### src/rtl/obuft_tx_sequencer.sv
// obuft_tx_sequencer: serialises words into an O_I/O_T pair for a tri-state
// output buffer, framing each burst as lead-in drive, data bits, tail drive.
//
// Ports:
//   CLK, RST_N              clock, async active-low reset
//   DIN, DIN_VALID          word to send and its valid strobe
//   DIN_READY               word accepted this cycle when DIN_VALID is high
//   ABORT                   ends the current burst via the tail phase
//   O_I, O_T                buffer data and tri-state control (1 = high-Z)
//   BUSY                    burst in progress
module obuft_tx_sequencer #(
  parameter int WIDTH     = 8,
  parameter int LEAD      = 2,
  parameter int TAIL      = 1,
  parameter bit MSB_FIRST = 1'b1
) (
  input  logic             CLK,
  input  logic             RST_N,
  input  logic [WIDTH-1:0] DIN,
  input  logic             DIN_VALID,
  output logic             DIN_READY,
  input  logic             ABORT,
  output logic             O_I,
  output logic             O_T,
  output logic             BUSY
);

  localparam int LW = (LEAD > 1) ? $clog2(LEAD) : 1;
  localparam int WW = (WIDTH > 1) ? $clog2(WIDTH) : 1;
  localparam int TW = (TAIL > 1) ? $clog2(TAIL) : 1;

  localparam logic [LW-1:0] LEAD_END = LW'(LEAD - 1);
  localparam logic [WW-1:0] WORD_END = WW'(WIDTH - 1);
  localparam logic [TW-1:0] TAIL_END = TW'(TAIL - 1);

  localparam logic [1:0] S_IDLE  = 2'd0;
  localparam logic [1:0] S_LEAD  = 2'd1;
  localparam logic [1:0] S_SHIFT = 2'd2;
  localparam logic [1:0] S_TAIL  = 2'd3;

  logic [1:0]       state;
  logic [1:0]       state_d;
  logic [LW-1:0]    lcnt;
  logic [LW-1:0]    lcnt_d;
  logic [WW-1:0]    wcnt;
  logic [WW-1:0]    wcnt_d;
  logic [TW-1:0]    tcnt;
  logic [TW-1:0]    tcnt_d;
  logic [WIDTH-1:0] sh;
  logic [WIDTH-1:0] sh_d;
  logic [WIDTH-1:0] sh_next;
  logic             last_bit;
  logic             xfer;
  logic             bit_d;
  logic             o_i_d;
  logic             o_t_d;

  assign last_bit  = (state == S_SHIFT) && (wcnt == WORD_END);
  assign DIN_READY = ((state == S_IDLE) || last_bit) && !ABORT;
  assign xfer      = DIN_VALID && DIN_READY;
  assign BUSY      = (state != S_IDLE);

  // The outgoing bit always sits at one end of the shift register.
  assign sh_next = MSB_FIRST ? {sh[WIDTH-2:0], 1'b0}
                             : {1'b0, sh[WIDTH-1:1]};

  always_comb begin
    state_d = state;
    lcnt_d  = lcnt;
    wcnt_d  = wcnt;
    tcnt_d  = tcnt;
    sh_d    = sh;
    unique case (1'b1)
      state == S_IDLE: begin
        if (xfer) begin
          state_d = S_LEAD;
          sh_d    = DIN;
        end
      end
      state == S_LEAD: begin
        if (ABORT) begin
          state_d = S_TAIL;
          lcnt_d  = '0;
        end else if (lcnt == LEAD_END) begin
          state_d = S_SHIFT;
          lcnt_d  = '0;
        end else begin
          lcnt_d = lcnt + LW'(1);
        end
      end
      state == S_SHIFT: begin
        if (ABORT) begin
          state_d = S_TAIL;
          wcnt_d  = '0;
        end else if (wcnt == WORD_END) begin
          wcnt_d = '0;
          if (xfer) begin
            sh_d = DIN;
          end else begin
            state_d = S_TAIL;
          end
        end else begin
          wcnt_d = wcnt + WW'(1);
          sh_d   = sh_next;
        end
      end
      state == S_TAIL: begin
        if (tcnt == TAIL_END) begin
          state_d = S_IDLE;
          tcnt_d  = '0;
        end else begin
          tcnt_d = tcnt + TW'(1);
        end
      end
      default: begin
        state_d = S_IDLE;
      end
    endcase
  end

  // Outputs are registered from next-state so the pad never sees a
  // combinational path from the inputs.
  assign bit_d = MSB_FIRST ? sh_d[WIDTH-1] : sh_d[0];
  assign o_i_d = (state_d == S_SHIFT) ? bit_d : 1'b1;
  assign o_t_d = (state_d == S_IDLE);

  always_ff @(posedge CLK or negedge RST_N) begin
    if (!RST_N) begin
      state <= S_IDLE;
      lcnt  <= '0;
      wcnt  <= '0;
      tcnt  <= '0;
      sh    <= '0;
      O_I   <= 1'b1;
      O_T   <= 1'b1;
    end else begin
      state <= state_d;
      lcnt  <= lcnt_d;
      wcnt  <= wcnt_d;
      tcnt  <= tcnt_d;
      sh    <= sh_d;
      O_I   <= o_i_d;
      O_T   <= o_t_d;
    end
  end

endmodule
### config.mk
export PLATFORM = sky130hd
export DESIGN_NAME = obuft_tx_sequencer
export DESIGN_NICKNAME = d
export VERILOG_FILES = /design/src/rtl/obuft_tx_sequencer.sv
export SDC_FILE = /design/constraint.sdc
export NUM_CORES = 1
export LEC_CHECK = 0
export ABC_AREA = 1
export BUFFER_PORTS_ARGS = -buffer_cell sky130_fd_sc_hd__buf_2
export CORE_ASPECT_RATIO = 1.25
export CORE_UTILIZATION = 45
export DETAILED_ROUTE_END_ITERATION = 10
export PLACE_DENSITY = 0.7
export SLEW_MARGIN = 20
export SYNTH_ARGS = -nofsm -noshare
export SYNTH_HDL_FRONTEND = slang
export SYNTH_SLANG_ARGS = --single-unit
export TNS_END_PERCENT = 10
### constraint.sdc
create_clock -name CLK -period 1.8 [get_ports CLK]
set_input_delay 0 -clock CLK [delete_from_list [all_inputs] [get_ports CLK]]
set_output_delay 0 -clock CLK [all_outputs]
set_load 0.005 [all_outputs]
==> impl_metrics.tcl, run 1 <==
set metrics [dict create \
    reg2reg_slack_ns 0.20 \
    p_int_uw 881.0 \
    antenna_cells 0 \
    clk_latency_ns 0.29 \
    die_w_um 41.26 \
    hp-class "input port to flop" \
    crit_path_max_fanout 12 \
    hold_ws_ns 0.03344 \
    ioPinCount 16 \
    grt_setup_unrepaired "no" \
    cts_buffers 3 \
    skew_ns 0.007895 \
    fp.dieArea_mm2 0.002107 \
    antenna_found_initial 0 \
    synth_area_um2 867.1 \
    switchingPower_uw 642.2 \
    status "finished, final reports clean" \
    drc 0 \
    post_cts_buffers 0 \
    grt_max_degree 17 \
    syn_avg_cell_area_um2 7.955 \
    cts_root_buf "clkbuf_4" \
    netlist.area_leader.share_pct 40.40 \
    drtIter0Drc 20 \
    synth_enable_flop_cells 0 \
    final-max-slew-violation-count 0 \
    worstHoldPathCells 3 \
    cts.path.max_buffers 2 \
    ys_seq_elements 16 \
    nFillCells 170 \
    r2r_end "sh[5]" \
    area_delta_synth_final_pct 19.62 \
    ant_nets 0 \
    syn_inst 109 \
    core.rowCount 17 \
    drive_above_1_share_pct 20.45 \
    synth_cell_types 21 \
    whs_endpoint "sh[2]" \
    power_frac_clock_pct 13.2 \
    syn-num-nets 123 \
    tightest_slew_ns 0.4226 \
    vdd_ir_drop_max_mv 0.9174 \
    chipHeight_um 51.08 \
    total_leakage_power_nw 0.5517 \
    pwr_density_cell_mw_per_mm2 1469 \
    worst-setup-path-type "flop to flop" \
    async_reset_ff_share_pct 100.0 \
    cts.sinks 16 \
    fin_crit_ns 1.600 \
    finalCritPeriodShare_pct 88.89 \
    p_total_mw 1.523 \
    ys_seq_area_share_pct 46.46 \
    cts_tree "done" \
    grt-ovfl-total 0 \
    hp-start "DIN[2]" \
    place.gp.congestion 0.8159 \
    slew_headroom_pct 71.79 \
    final_nets 147 \
    synth_ff_type "dfrtp_1" \
    drt_pass1_iterations 4 \
    r2r-start "wcnt[0]" \
    grt_first_pass_wirelength_um 2808 \
    cp-start-kind "flop" \
    critPathRequiredTime_ns 1.98 \
    seq_power_share_pct 41.5 \
    synthTopCellsByArea "dfrtp_1 (40%), nand2_1 (9.1%), nand3_1 (7.5%)" \
    r2r.worst_path.cells 8 \
    hpwl_um 1316 \
    switching_share_pct 42.16 \
    hold_viol_final 0 \
    fin_tns_setup_ns 0 \
    endpoint_kind "flop" \
    clkTransAtPathRegs_ns 0.10 \
    arrival_ns 1.78 \
    routed_via_density 5.185 \
    synth_top_area_cell "dfrtp_1" \
    vias 783 \
    final_area_mm2 0.001037 \
    coreArea_mm2 0.001787 \
    cts.htree.levels 1 \
    combPwrFrac_pct 45.3 \
    groute.usage.overall_pct 20.02 \
    ys_warn_count 0 \
    start_util_pct 48.53 \
    wire_per_inst_um 11.56 \
    drv_cap 0 \
    first_global_vias 687 \
    port_buffers 15 \
    wl_um 1745 \
    clock.fmax_mhz 625.0 \
    setup_violations 0 \
    placed_area_um2 973.4 \
]
[critical path, cell delays in order, from the launching register on]
cell and delay, ns:
dfrtp_1 0.40, ha_1 0.20, ha_1 0.20, inv_1 0.07, nand2_1 0.13, nand3_4 0.16, inv_1 0.10, o21ai_0 0.15
nand3_1 0.08
[logic make-up (layout without fill, tap and decap cells)]
group | Yosys count | in the layout | share of synthesized area, %
flops | 16 | 16 | 46.47
buf+inv | 18 | 41 | 8.225
simple gates | 53 | 53 | 27.85
compound gates | 20 | 20 | 14.57
fa+ha+maj | 2 | 2 | 2.886
[flip-flops by register name, summed over array words and instances, names as in the netlist]
register / cells
O_I: 1
state: 2
lcnt: 1
O_T: 1
wcnt: 3
sh: 8
[cell type report]
| cell class | instances | area, um^2 | area share (%) |
|---|---|---|---|
| Clock buffer | 4 | 26.28 | 2.533 |
| Inverter | 17 | 63.81 | 6.152 |
| Multi-Input combinational cell | 75 | 400.4 | 38.60 |
| Sequential cell | 16 | 402.9 | 38.84 |
| Tap cell | 19 | 23.77 | 2.292 |
| Timing Repair Buffer | 20 | 120.1 | 11.58 |
[synthesized netlist by cell type (3+ instances only)]
| library cell | number |
|---|---|
| a21oi_1 | 3 |
| dfrtp_1 | 14 |
| inv_1 | 17 |
| nand2_1 | 21 |
| nand3_1 | 13 |
| nor2_1 | 12 |
| o21ai_0 | 8 |
[how the worst max path moves through the flow]
stage,from,endpoint,depth (start not counted)
6_report,wcnt[0],sh[5],8
5_1_grt,wcnt[0],sh[3],8
4_1_cts,wcnt[0],sh[5],8
3_5_place_dp,wcnt[0],sh[5],8
3_3_place_gp,wcnt[0],sh[5],8
2_1_floorplan,wcnt[0],sh[3],9
[power groups by stage]
stage	Sequential (mW)	Combinational [mW]	Clock [mW]
floorplan	0.614	0.511	0
global placement	0.631	0.663	0
detailed placement	0.638	0.674	0
CTS	0.631	0.684	0.209
global route	0.651	0.803	0.218
finish	0.632	0.690	0.201
[stage by stage]
stage	setup WS [ns]	util, %	cells
final	0.2000	58.05	151
after global routing	0.03355	58.05	151
after CTS	0.1664	57.63	151
after detailed placement	0.1846	54.48	144
after global placement	0.2365	54.48	144
after floorplan	0.2884	-	109
[metal layers]
layer  track usage [%]  share of wire, %  up-vias
met4             12.90               2.1        0
met1             24.44                45      358
met2             31.25                49       16
met3             2.609               4.1        4
met5                 0                 0        -
li1                  -                 -      405
[repair_timing]
item / 4_1_cts / 5_1_grt
setup endpoints to repair: 0 / 1
hold endpoints to repair: 18 / 0
gates resized for setup: 0 / 1
hold buffers: 3 / 0
[cell usage in the layout (no fill, tap or decap), types with 2 or more instances in the layout]
cell type	synthesis	final
dfrtp_1	14	14
a21oi_1	3	3
nor2_1	12	12
nor2_2	2	2
a22o_1	2	2
clkbuf_4	0	3
nand2_1	21	21
ha_1	2	2
o21ai_0	8	8
buf_2	0	15
dfstp_2	2	2
nand3_1	13	13
inv_1	17	17
buf_4	1	2
nand4_1	2	2
dlygate4sd3_1	0	3
o211ai_1	2	2
o21bai_1	2	2
No activity file was read; power rests on OpenSTA's default activity.
==> run 2: changes to the inputs <==
- CORE_UTILIZATION: 45 -> 47
- PLACE_DENSITY: 0.7 -> 0.75
- RECOVER_POWER: default -> 100
- clock period: 1.8 -> 1.4 ns (I/O delays scaled with it)
==> impl_metrics.tcl, run 2 (synthesis gave the netlist of run 1 again) <==
set metrics [dict create \
    grt_first_pass_wirelength_um 3077 \
    cts_root_buf "clkbuf_4" \
    chipHeight_um 50.02 \
    finalCritPeriodShare_pct 109.0 \
    routed_via_density 5.149 \
    reg2reg_slack_ns -0.08 \
    vdd_ir_drop_max_mv 1.083 \
    cp-start-kind "flop" \
    endpoint_kind "output pin" \
    drt-met1-wl_um 848 \
    wire_per_inst_um 11.97 \
    cts_buffers 3 \
    cts_tree "done" \
    met3WireLength_um 78 \
    area_delta_synth_final_pct 34.63 \
    layout_commonest_cell "nand2_1" \
    p_total_mw 2.306 \
    groute.usage.overall_pct 21.97 \
    power_frac_clock_pct 11.2 \
    coreArea_mm2 0.001744 \
    place.gp.congestion 0.8030 \
    grt_setup_unrepaired "yes" \
    fp.dieArea_mm2 0.002022 \
    largest_reg_flops 8 \
    final-max-slew-violation-count 0 \
    core.rowCount 17 \
    drc 0 \
    hp-class "input port to flop" \
    top_register "sh" \
    ant_nets 0 \
    crit_path_max_fanout 3 \
    arrival_ns 1.53 \
    crit_slowest_cell "dfrtp_1" \
    drt_pass1_iterations 4 \
    switchingPower_uw 943.6 \
    clock.fmax_mhz 655.0 \
    switching_share_pct 40.92 \
    dp_cells 149 \
    critPathRequiredTime_ns 1.40 \
    fin_ws_ns -0.1267 \
    worst-setup-path-type "flop to output pin" \
    cts.sinks 16 \
    ioPinCount 16 \
    critPathMostFrequentCell "buf_6" \
    hold_ws_ns 0.04784 \
    met2WireLength_um 961 \
    clkTransAtPathRegs_ns 0.10 \
    slew_headroom_pct 42.02 \
    drive_above_1_share_pct 32.39 \
    drv_cap 0 \
    die_w_um 40.42 \
    vias 829 \
    violations "negative setup slack" \
    antenna_found_initial 0 \
    setup_violations 9 \
    seq_power_share_pct 35.7 \
    drtIter0Drc 14 \
    grt_max_degree 17 \
    top_layer_used "met4" \
    pwr_density_cell_mw_per_mm2 1975 \
    skew_ns 0.01121 \
    first_global_vias 795 \
    hold_viol_final 0 \
    crit_buf_inv 3 \
    cp_top_family "flip-flops" \
    clk_latency_ns 0.30 \
    total_leakage_power_nw 0.6014 \
    hpwl_um 1398 \
    wl_um 1927 \
    p_int_mw 1.362 \
    crit_chain "ha_2 -> ha_4 -> inv_4 -> nand2_4 -> buf_6 -> and2_4 -> buf_6" \
    final_nets 157 \
    critPathMaxStageDelay_ns 0.39 \
    combPwrFrac_pct 53.1 \
    start_util_pct 49.71 \
    place_ws_ns -0.1037 \
    tightest_slew_ns 0.8698 \
    final-instance-count-excl-fill 161 \
    cts.path.max_buffers 2 \
    fin_crit_ns 1.527 \
    grt-ovfl-total 0 \
    port_buffers 15 \
    cts.htree.levels 1 \
    status "finished with violations" \
    top_regs "sh (8), wcnt (3), state (2)" \
    antenna_cells 0 \
    final_cell_mix "nand2_1 (18), inv_1 (15), dfrtp_1 (14), nand3_1 (12)" \
]
-- run 2: cell type report --
type	instances	area (um^2)
sequential	16	402.9
multi-input combinational	75	446.7
clock buffer	4	26.28
fill	158	576.8
tap	19	23.77
timing repair buffer	30	201.4
inverter	17	66.31
-- run 2: final timing paths --
check,end,cells past startpoint,startpoint
worst max-delay path,DIN_READY,7,wcnt[0]
worst min-delay path,sh[0],3,DIN[0]
worst max register to register,sh[6],8,wcnt[0]
worst min register to register,sh[6],2,sh[6]
max in group asynchronous,state[0],2,RST_N
min in group asynchronous,sh[4],2,RST_N
-- run 2: per-stage QoR --
stage / setup TNS (ns) / util (%) / instance area [um^2]
2_1_floorplan: -0.08831 / - / 875.8
3_3_place_gp: -0.2822 / 58.25 / 1016
3_5_place_dp: -0.6563 / 58.25 / 1016
4_1_cts: -0.9118 / 62.41 / 1089
5_1_grt: -1.498 / 66.93 / 1167
6_report: -0.5528 / 66.93 / 1167
-- run 2: worst register-to-register path: cells and delay by family, from the launching register on --
| kind | cells | cell delay [ns] |
|---|---|---|
| DFF | 1 | 0.36 |
| AOI/OAI and AO/OA | 1 | 0.15 |
| adders and majority gates | 2 | 0.35 |
| and+or+nand+nor | 3 | 0.28 |
| buffers and inverters | 2 | 0.21 |
-- run 2: repair_timing --
action,CTS,global route
hold buffers,3,0
endpoints found under the setup margin,10,11
hold endpoints to repair,18,0
pin swaps,2,3
buffers inserted,0,5
resized for setup,3,12
-- run 2: routing by layer --
| layer | vias to the layer above | track usage [%] |
|---|---|---|
| li1 | 425 | - |
| met1 | 377 | 25.29 |
| met2 | 22 | 36.77 |
| met3 | 5 | 2.703 |
| met4 | 0 | 11.67 |
| met5 | - | 0 |
-- run 2: power by group through the flow --
stage               logic [mW]  registers [mW]  clock network, mW
floorplan                0.672           0.794                  0
global placement         0.971           0.813                  0
detailed placement        1.01           0.817                  0
CTS                       1.04           0.813              0.266
global route              1.39           0.844              0.283
finish                    1.22           0.823              0.258
